### src/rtl/hazard_seq_ctrl.sv
// Pipeline sequencing controller: PC / pipeline-register enables, flushes and bubbles
// for boot, load-use stalls, branches, memory freeze, two-word fetch and interrupt entry.
module hazard_seq_ctrl #(
  parameter int REG_W = 3,
  parameter int CNT_W = 16
) (
  input  logic             clk,
  input  logic             reset,
  input  logic [REG_W-1:0] id_rs,
  input  logic [REG_W-1:0] id_rt,
  input  logic             id_uses_rs,
  input  logic             id_uses_rt,
  input  logic             id_two_word,
  input  logic             ex_mem_read,
  input  logic [REG_W-1:0] ex_rd,
  input  logic             branch_taken,
  input  logic             mem_busy,
  input  logic             intr_req,
  input  logic             intr_en,
  output logic             pc_write,
  output logic             vec_load,
  output logic             vec_sel,
  output logic             ifid_write,
  output logic             ifid_flush,
  output logic             idex_bubble,
  output logic             imm_capture,
  output logic             push_pc,
  output logic             push_flags,
  output logic             intr_ack,
  output logic [CNT_W-1:0] stall_cnt
);

  typedef enum logic [2:0] {
    BOOT      = 3'd0,
    RUN       = 3'd1,
    IMM       = 3'd2,
    INT_FLUSH = 3'd3,
    INT_PC    = 3'd4,
    INT_FLAGS = 3'd5,
    INT_VEC   = 3'd6
  } state_t;

  localparam logic [CNT_W-1:0] CNT_MAX = {CNT_W{1'b1}};
  localparam logic [CNT_W-1:0] CNT_ONE = {{(CNT_W-1){1'b0}}, 1'b1};

  state_t state;
  state_t next_state;
  logic   intr_pend;
  logic   load_use;

  logic pc_write_d, vec_load_d, vec_sel_d, ifid_write_d, ifid_flush_d;
  logic idex_bubble_d, imm_capture_d, push_pc_d, push_flags_d, intr_ack_d;

  assign load_use = ex_mem_read &&
                    ((id_uses_rs && (id_rs == ex_rd)) || (id_uses_rt && (id_rt == ex_rd)));

  // State register
  always_ff @(posedge clk or posedge reset) begin
    if (reset) begin
      state <= BOOT;
    end else begin
      state <= next_state;
    end
  end

  // Pending interrupt latch; a new request in the acknowledge cycle keeps it set
  always_ff @(posedge clk or posedge reset) begin
    if (reset) begin
      intr_pend <= 1'b0;
    end else begin
      intr_pend <= intr_req | (intr_pend & ~intr_ack_d);
    end
  end

  // Saturating count of cycles in which the PC did not advance
  always_ff @(posedge clk or posedge reset) begin
    if (reset) begin
      stall_cnt <= {CNT_W{1'b0}};
    end else if (!pc_write_d && (stall_cnt != CNT_MAX)) begin
      stall_cnt <= stall_cnt + CNT_ONE;
    end else begin
      stall_cnt <= stall_cnt;
    end
  end

  // Next-state and raw control decode
  always_comb begin
    next_state    = state;
    pc_write_d    = 1'b1;
    ifid_write_d  = 1'b1;
    vec_load_d    = 1'b0;
    vec_sel_d     = 1'b0;
    ifid_flush_d  = 1'b0;
    idex_bubble_d = 1'b0;
    imm_capture_d = 1'b0;
    push_pc_d     = 1'b0;
    push_flags_d  = 1'b0;
    intr_ack_d    = 1'b0;
    case (state)
      BOOT: begin
        vec_load_d    = 1'b1;
        ifid_flush_d  = 1'b1;
        idex_bubble_d = 1'b1;
        next_state    = RUN;
      end
      RUN: begin
        if (mem_busy) begin
          pc_write_d    = 1'b0;
          ifid_write_d  = 1'b0;
          idex_bubble_d = 1'b1;
        end else if (branch_taken) begin
          ifid_flush_d  = 1'b1;
          idex_bubble_d = 1'b1;
        end else if (load_use) begin
          pc_write_d    = 1'b0;
          ifid_write_d  = 1'b0;
          idex_bubble_d = 1'b1;
        end else if (intr_pend && intr_en) begin
          pc_write_d = 1'b0;
          next_state = INT_FLUSH;
        end else if (id_two_word) begin
          ifid_write_d  = 1'b0;
          idex_bubble_d = 1'b1;
          next_state    = IMM;
        end else begin
          next_state = RUN;
        end
      end
      IMM: begin
        // Branches and interrupts wait until the immediate word is in hand
        if (mem_busy) begin
          pc_write_d    = 1'b0;
          ifid_write_d  = 1'b0;
          idex_bubble_d = 1'b1;
        end else begin
          imm_capture_d = 1'b1;
          next_state    = RUN;
        end
      end
      INT_FLUSH: begin
        pc_write_d    = 1'b0;
        ifid_flush_d  = 1'b1;
        idex_bubble_d = 1'b1;
        next_state    = INT_PC;
      end
      INT_PC: begin
        push_pc_d     = 1'b1;
        pc_write_d    = 1'b0;
        idex_bubble_d = 1'b1;
        if (mem_busy) begin
          next_state = INT_PC;
        end else begin
          next_state = INT_FLAGS;
        end
      end
      INT_FLAGS: begin
        push_flags_d  = 1'b1;
        pc_write_d    = 1'b0;
        idex_bubble_d = 1'b1;
        if (mem_busy) begin
          next_state = INT_FLAGS;
        end else begin
          next_state = INT_VEC;
        end
      end
      INT_VEC: begin
        vec_load_d   = 1'b1;
        vec_sel_d    = 1'b1;
        ifid_flush_d = 1'b1;
        intr_ack_d   = 1'b1;
        next_state   = RUN;
      end
      default: begin
        next_state = BOOT;
      end
    endcase
  end

  // Reset forces every control line low without waiting for a clock
  assign pc_write    = pc_write_d    & ~reset;
  assign vec_load    = vec_load_d    & ~reset;
  assign vec_sel     = vec_sel_d     & ~reset;
  assign ifid_write  = ifid_write_d  & ~reset;
  assign ifid_flush  = ifid_flush_d  & ~reset;
  assign idex_bubble = idex_bubble_d & ~reset;
  assign imm_capture = imm_capture_d & ~reset;
  assign push_pc     = push_pc_d     & ~reset;
  assign push_flags  = push_flags_d  & ~reset;
  assign intr_ack    = intr_ack_d    & ~reset;

endmodule

### config.mk
export PLATFORM = sky130hd
export DESIGN_NAME = hazard_seq_ctrl
export DESIGN_NICKNAME = d
export VERILOG_FILES = /design/src/rtl/hazard_seq_ctrl.sv
export SDC_FILE = /design/constraint.sdc
export NUM_CORES = 1
export LEC_CHECK = 0
export ABC_AREA = 1
export BUFFER_PORTS_ARGS = -buffer_cell sky130_fd_sc_hd__buf_4
export CORE_MARGIN = 2
export CORE_UTILIZATION = 52
export DETAILED_ROUTE_END_ITERATION = 7
export PLACE_DENSITY = 0.87
export SYNTH_ARGS = -nofsm -noshare
export SYNTH_HDL_FRONTEND = slang
export SYNTH_SLANG_ARGS = --single-unit
### constraint.sdc
create_clock -name clk -period 2 [get_ports clk]
set_input_delay 0.4 -clock clk [delete_from_list [all_inputs] [get_ports clk]]
set_output_delay 0.4 -clock clk [all_outputs]
set_load 0.01 [all_outputs]
==> results.json, run 1 <==
{
  "port_buffers": 44,
  "end_kind": "output pin",
  "grt_pass1_vias": 1558,
  "initial_core_util_pct": 55.3,
  "post-route-period-util_pct": 98.7,
  "grt_pass1_wl_um": 6580,
  "synth.distinct_cells": 32,
  "drc": 0,
  "clock_skew_ns": 0.00680,
  "min_path_type": "in -> async",
  "intPower_mw": 1.10,
  "critPathLaunchType": "flip-flop",
  "met1Wirelength_um": 1740,
  "cts_buffers": 3,
  "viasPerCell": 5.42,
  "grt_max_degree": 26,
  "setup_violations": 0,
  "rsz0062_at_grt": "yes",
  "areaGrowthSynthToFinish_pct": 32.7,
  "clkPwrFrac_pct": 11.4,
  "netlist_area_um2": 1540,
  "slew_violations": 0,
  "antenna_found_initial": 0,
  "routedWlPerCell_um": 13.0,
  "clock_latency_ns": 0.31,
  "final_common_cell": "nand2_1",
  "dp_hpwl_um": 2740,
  "period_minus_slack_ns": 1.97,
  "power_density_nw_per_um2": 1030,
  "tritoncts": "done",
  "drt_wl_total_um": 4070,
  "synth_area_per_cell_um2": 6.55,
  "crit_required_ns": 1.60,
  "power_switching_mw": 1.01,
  "htree_levels": 1,
  "cp.arrival_ns": 1.57,
  "fillers": 211,
  "gp_congestion": 0.879,
  "layout_common_cells": "nand2_1, buf_4, inv_1",
  "peakVddDrop_v": 0.000895,
  "maxCapViolCount": 0,
  "synth-seq-area-share_pct": 32.5,
  "synth_cells": 235,
  "placed_cell_area_um2": 1890,
  "worstSetupPathType": "reg -> out",
  "power.share.sequential_pct": 29.2,
  "dieWidth_um": 58.4,
  "drive_gt1_share_pct": 28.7,
  "status": "completed",
  "wl_met2_um": 2000,
  "core_area_um2": 2780,
  "p_leak_nw": 1.07,
  "grt_usage_pct": 24.6,
  "max_slew_margin_pct": 74.8,
  "ys_seq_elements": 20,
  "comb_power_share_pct": 59.4,
  "vias": 1696,
  "io_pins": 45,
  "clkTransAtPathRegs_ns": 0.12,
  "clockBufferDepth": 2,
  "num_antenna_cells": 0,
  "preCtsSetupSlack_ns": 0.139,
  "cts_root_buf": "clkbuf_4",
  "worstPathMaxFanout": 6,
  "ctsHoldBuffers": 0,
  "firstDrtPassIters": 5,
  "p_sw_share_pct": 47.9,
  "max_freq_mhz": 507,
  "utilization_pct": 73.4,
  "dieHeight_um": 58.4,
  "tightest_slew_ns": 0.368,
  "drtIter0Drc": 66,
  "final_nets": 305,
  "rows": 19,
  "grt-ovfl-total": 0,
  "syn-num-nets": 257,
  "maxUsedRoutingLayer": "met4",
  "fin_area_um2": 2040,
  "clkSinkCount": 20,
  "p_total_mw": 2.11,
  "antenna_left": 0,
  "wl_met3_um": 234,
  "layout_setup_ws_ns": 0.0263,
  "hold_viol": 0,
  "die_area_um2": 3410,
  "ys_warn_count": 0
}
## final timing paths
check | start | cells after the start | end | slack (ns)
max | state[1] | 6 | idex_bubble | 0.03
min | reset | 3 | stall_cnt[10] | 0.20
max reg2reg | stall_cnt[0] | 8 | stall_cnt[5] | 0.20
min reg2reg | intr_pend | 1 | intr_pend | 0.52
max in group asynchronous | reset | 3 | state[2] | 1.57
min in group clk | intr_req | 2 | intr_pend | 0.27
## Yosys cell counts
library cell,number,area share (%)
nor3_1,4,1.3
bufinv_8,1,1.1
dfrtp_1,20,33
inv_2,4,0.98
nand3_2,1,0.65
or2_2,1,0.41
nor4_1,2,0.81
clkbuf_1,2,0.49
xnor2_1,1,0.57
o21ai_1,1,0.32
a2111oi_0,1,0.57
or2_1,1,0.41
o21ai_0,3,0.98
a21oi_1,4,1.3
nand3_4,1,1.1
nand2_2,1,0.41
a31oi_1,1,0.41
nand2_1,73,18
buf_2,2,0.65
buf_1,1,0.24
nand3_1,18,5.9
inv_1,29,7.1
nand3b_1,1,0.49
buf_4,1,0.49
nor2_1,28,6.8
nor3_2,1,0.65
ha_1,3,2.4
nand4_1,21,8.5
a21o_1,1,0.49
o21a_1,1,0.49
xor2_1,5,2.8
buf_6,1,0.73
## sequential cells by signal, indices dropped and copies added (netlist names)
register and count:
state 3, intr_pend 1, stall_cnt 16
## critical path, stage by stage (launching register included)
cell and delay (ns):
dfrtp_1 0.45, inv_4 0.09, buf_4 0.14, nor3_2 0.23, nor4_2 0.10, a21oi_2 0.14, buf_4 0.12
## through the flow
step,instances,hold slack [ns],TNS (ns)
detailed placement,306,0.504,0
global placement,306,0.498,0
floorplan,235,0.453,0
CTS,311,0.194,0
global route,313,0.224,-0.159
finish,313,0.199,0
## repair_timing
action                                  in CTS  in global routing
pin swaps                                    0                  4
buffers inserted                             1                  2
gates resized for setup                      5                 21
endpoints found under the setup margin       6                 12
gates cloned                                 0                  0
## cell type report
cell class              instances  area, um^2  share of cell area (%)
well taps                      31        38.8                    1.90
flip-flops and latches         20         503                    24.6
repair buffers                 50         379                    18.6
clock buffers                   4        36.3                    1.78
multi-input cells             174         933                    45.7
inverters                      34         151                    7.41
## cell families (layout without fill, tap and decap cells)
logic type,Yosys count,in the layout,share of synthesized area (%)
DFF,20,20,32.5
adders and majority gates,3,3,2.44
xor gates and xnor gates,6,6,3.41
AOI/OAI and AO/OA,12,12,4.55
buffers and inverters,41,88,11.8
and+or+nand+nor,153,153,45.3
## power groups by stage
stage / combinational, mW / clock, mW / sequential [mW]
after floorplan: 0.677 / 0 / 0.593
after global placement: 0.994 / 0 / 0.593
after detailed placement: 1.01 / 0 / 0.591
after CTS: 1.08 / 0.246 / 0.588
after global routing: 1.38 / 0.259 / 0.629
final: 1.25 / 0.240 / 0.616
## routing by layer
layer / up-vias / track usage (%)
met2: 54 / 41.9
met3: 8 / 4.62
li1: 853 / -
met5: - / 0
met1: 781 / 31.0
met4: 0 / 8.97
Power figures use the tool's default switching activity.
==> run 2: changes to the inputs <==
--- a/config.mk
+++ b/config.mk
@@ -5,12 +5,11 @@
 export SDC_FILE = /design/constraint.sdc
 export NUM_CORES = 1
 export LEC_CHECK = 0
-export ABC_AREA = 1
 export BUFFER_PORTS_ARGS = -buffer_cell sky130_fd_sc_hd__buf_4
 export CORE_MARGIN = 2
-export CORE_UTILIZATION = 52
+export CORE_UTILIZATION = 50
 export DETAILED_ROUTE_END_ITERATION = 7
-export PLACE_DENSITY = 0.87
+export PLACE_DENSITY = 0.86
 export SYNTH_ARGS = -nofsm -noshare
 export SYNTH_HDL_FRONTEND = slang
 export SYNTH_SLANG_ARGS = --single-unit
==> results.json, run 2 <==
{
  "preCtsSetupSlack_ns": -0.136,
  "clock_latency_ns": 0.31,
  "violations": "negative setup slack",
  "clkSinkCount": 20,
  "power_switching_mw": 1.12,
  "fin_area_um2": 2040,
  "synth_cells": 149,
  "placed_cell_area_um2": 1830,
  "clkTransAtPathRegs_ns": 0.12,
  "worstSetupPathType": "reg -> out",
  "hold_viol": 0,
  "areaGrowthSynthToFinish_pct": 51.9,
  "htree_levels": 1,
  "vias": 1425,
  "drtIter0Drc": 83,
  "setup_violations": 19,
  "status": "finished with violations",
  "setup.worst_path.end": "pc_write",
  "final_nets": 235,
  "p_sw_share_pct": 40.1,
  "stdcell_count": 242,
  "routedWlPerCell_um": 16.1,
  "cp.arrival_ns": 1.88,
  "rows": 18,
  "power.share.sequential_pct": 22.4,
  "tritoncts": "done",
  "dpl.cell_count": 232,
  "grt_pass1_wl_um": 6490,
  "crit_required_ns": 1.60,
  "power_density_nw_per_um2": 1370,
  "period_minus_slack_ns": 2.28,
  "intPower_mw": 1.67,
  "clkPwrFrac_pct": 11.9,
  "cts_buffers": 3,
  "firstDrtPassIters": 4,
  "drt_wl_total_um": 3890,
  "ys_seq_elements": 20,
  "final_common_cell": "buf_4",
  "io_pins": 45,
  "r2r_slack_ns": -0.10,
  "rr_worst_depth": 10,
  "viasPerCell": 5.89,
  "synthFlopType": "dfrtp_1",
  "comb_power_share_pct": 65.7,
  "antenna_left": 0,
  "worstPathMaxFanout": 4,
  "num_antenna_cells": 0,
  "layout_setup_ws_ns": -0.283,
  "slew_violations": 0,
  "clockBufferDepth": 2,
  "dieHeight_um": 55.8,
  "drc": 0,
  "r2r_end": "stall_cnt[5]",
  "syn-num-nets": 171,
  "port_buffers": 44,
  "core_area_um2": 2500,
  "largest_register_ffs": 16,
  "synth.distinct_cells": 36,
  "synth_area_per_cell_um2": 8.99,
  "synth_edf_count": 0,
  "grt-ovfl-total": 0,
  "tightest_slew_ns": 0.656,
  "cts_root_buf": "clkbuf_4",
  "grt_usage_pct": 26.0,
  "initial_core_util_pct": 53.6,
  "layout_common_cells": "buf_4, dfrtp_1, xnor2_1",
  "maxCapViolCount": 0,
  "synth.most_common_cell": "dfrtp_1",
  "p_leak_nw": 0.992,
  "p_total_mw": 2.78,
  "synth-seq-area-share_pct": 37.3,
  "ys_warn_count": 0,
  "dp_hpwl_um": 2720,
  "grt_max_degree": 21,
  "netlist_area_um2": 1340,
  "gp_congestion": 0.881,
  "rsz0062_at_grt": "yes",
  "synth_top_cells_by_count": "dfrtp_1, xnor2_1, nand2_1, a21oi_1, and3_1",
  "regMostFlops": "stall_cnt",
  "antenna_found_initial": 0,
  "die_area_um2": 3110,
  "synth_top_area_share_pct": 37.3,
  "drive_gt1_share_pct": 43.4,
  "min_path_type": "in -> async",
  "clock_skew_ns": 0.0130,
  "seq_area_um2": 502,
  "async_flop_share_pct": 100,
  "post-route-period-util_pct": 114,
  "yosys.area.top_type": "dfrtp_1",
  "fillers": 154,
  "ctsHoldBuffers": 0,
  "max_slew_margin_pct": 56.1,
  "timing.rr.start": "state[1]",
  "max_freq_mhz": 438,
  "reg_top3": "stall_cnt: 16 flops, state: 3 flops, intr_pend: 1 flops",
  "critPathLaunchType": "flip-flop",
  "end_kind": "output pin",
  "ys_top_cells_by_area": "dfrtp_1, xnor2_1, xor2_1, a21oi_1, and3_1",
  "grt_pass1_vias": 1419,
  "peakVddDrop_v": 0.00109,
  "dieWidth_um": 55.8,
  "multi_input_comb_area_um2": 905,
  "critPathLaunch": "state[1]"
}
[run 2: per-stage QoR]
step	util, %	hold slack [ns]	TNS, ns
6_report	81.4	0.202	-1.56
3_3_place_gp	73.0	0.501	-0.193
5_1_grt	81.4	0.234	-3.38
3_5_place_dp	73.0	0.506	-0.768
4_1_cts	79.4	0.209	-0.562
2_1_floorplan	-	0.472	-0.0206
[run 2: what timing repair did]
item	CTS	global route
resized for setup	18	7
setup endpoints to repair	13	23
buffers inserted	5	2
pin swaps	4	4
[run 2: final cells by class]
cell class                 count  share of cell area (%)
clock inverter                 1                    1.48
clock buffer                   3                    1.11
sequential                    20                    24.6
multi-input combinational    115                    44.4
tap                           30                    1.84
timing repair buffer          67                    25.3
inverter                       6                    1.23
[run 2: how the worst min path moves through the flow]
stage,start,end,slack [ns],depth (start not counted)
2_1_floorplan,intr_pend,intr_pend,0.47,1
3_3_place_gp,stall_cnt[0],stall_cnt[0],0.50,1
3_5_place_dp,intr_pend,intr_pend,0.51,1
4_1_cts,reset,state[2],0.21,3
5_1_grt,reset,stall_cnt[3],0.23,3
6_report,reset,state[2],0.20,3
[run 2: per-layer routing]
metal	wire length [um]	track usage [%]
met1	1540	30.4
met2	2080	47.3
met5	0	0
met3	202	4.42
met4	74	9.41
[run 2: cells by family after synthesis]
group / Yosys count / synth area share (%)
XOR/XNOR: 22 / 14.4
AO/OA/AOI/OAI: 29 / 15.4
adder cells (fa/ha/maj): 3 / 2.80
buffers and inverters: 14 / 4.58
multiplexers: 1 / 0.840
AND/OR/NAND/NOR: 60 / 24.7
flip-flops: 20 / 37.3
[run 2: power groups by stage]
stage	combinational, mW	sequential, mW	clock (mW)
global route	1.96	0.639	0.351
detailed placement	1.48	0.622	0
floorplan	0.856	0.648	0
finish	1.83	0.622	0.332
CTS	1.71	0.620	0.335
global placement	1.39	0.610	0
[run 2: worst max-delay path, cell delays in order (launching register included)]
cell and delay [ns]:
dfrtp_2 0.46, inv_4 0.08, ha_4 0.21, a21oi_2 0.13, nor2_2 0.08, o41ai_4 0.29, buf_4 0.18, nor2_4 0.03
buf_6 0.11
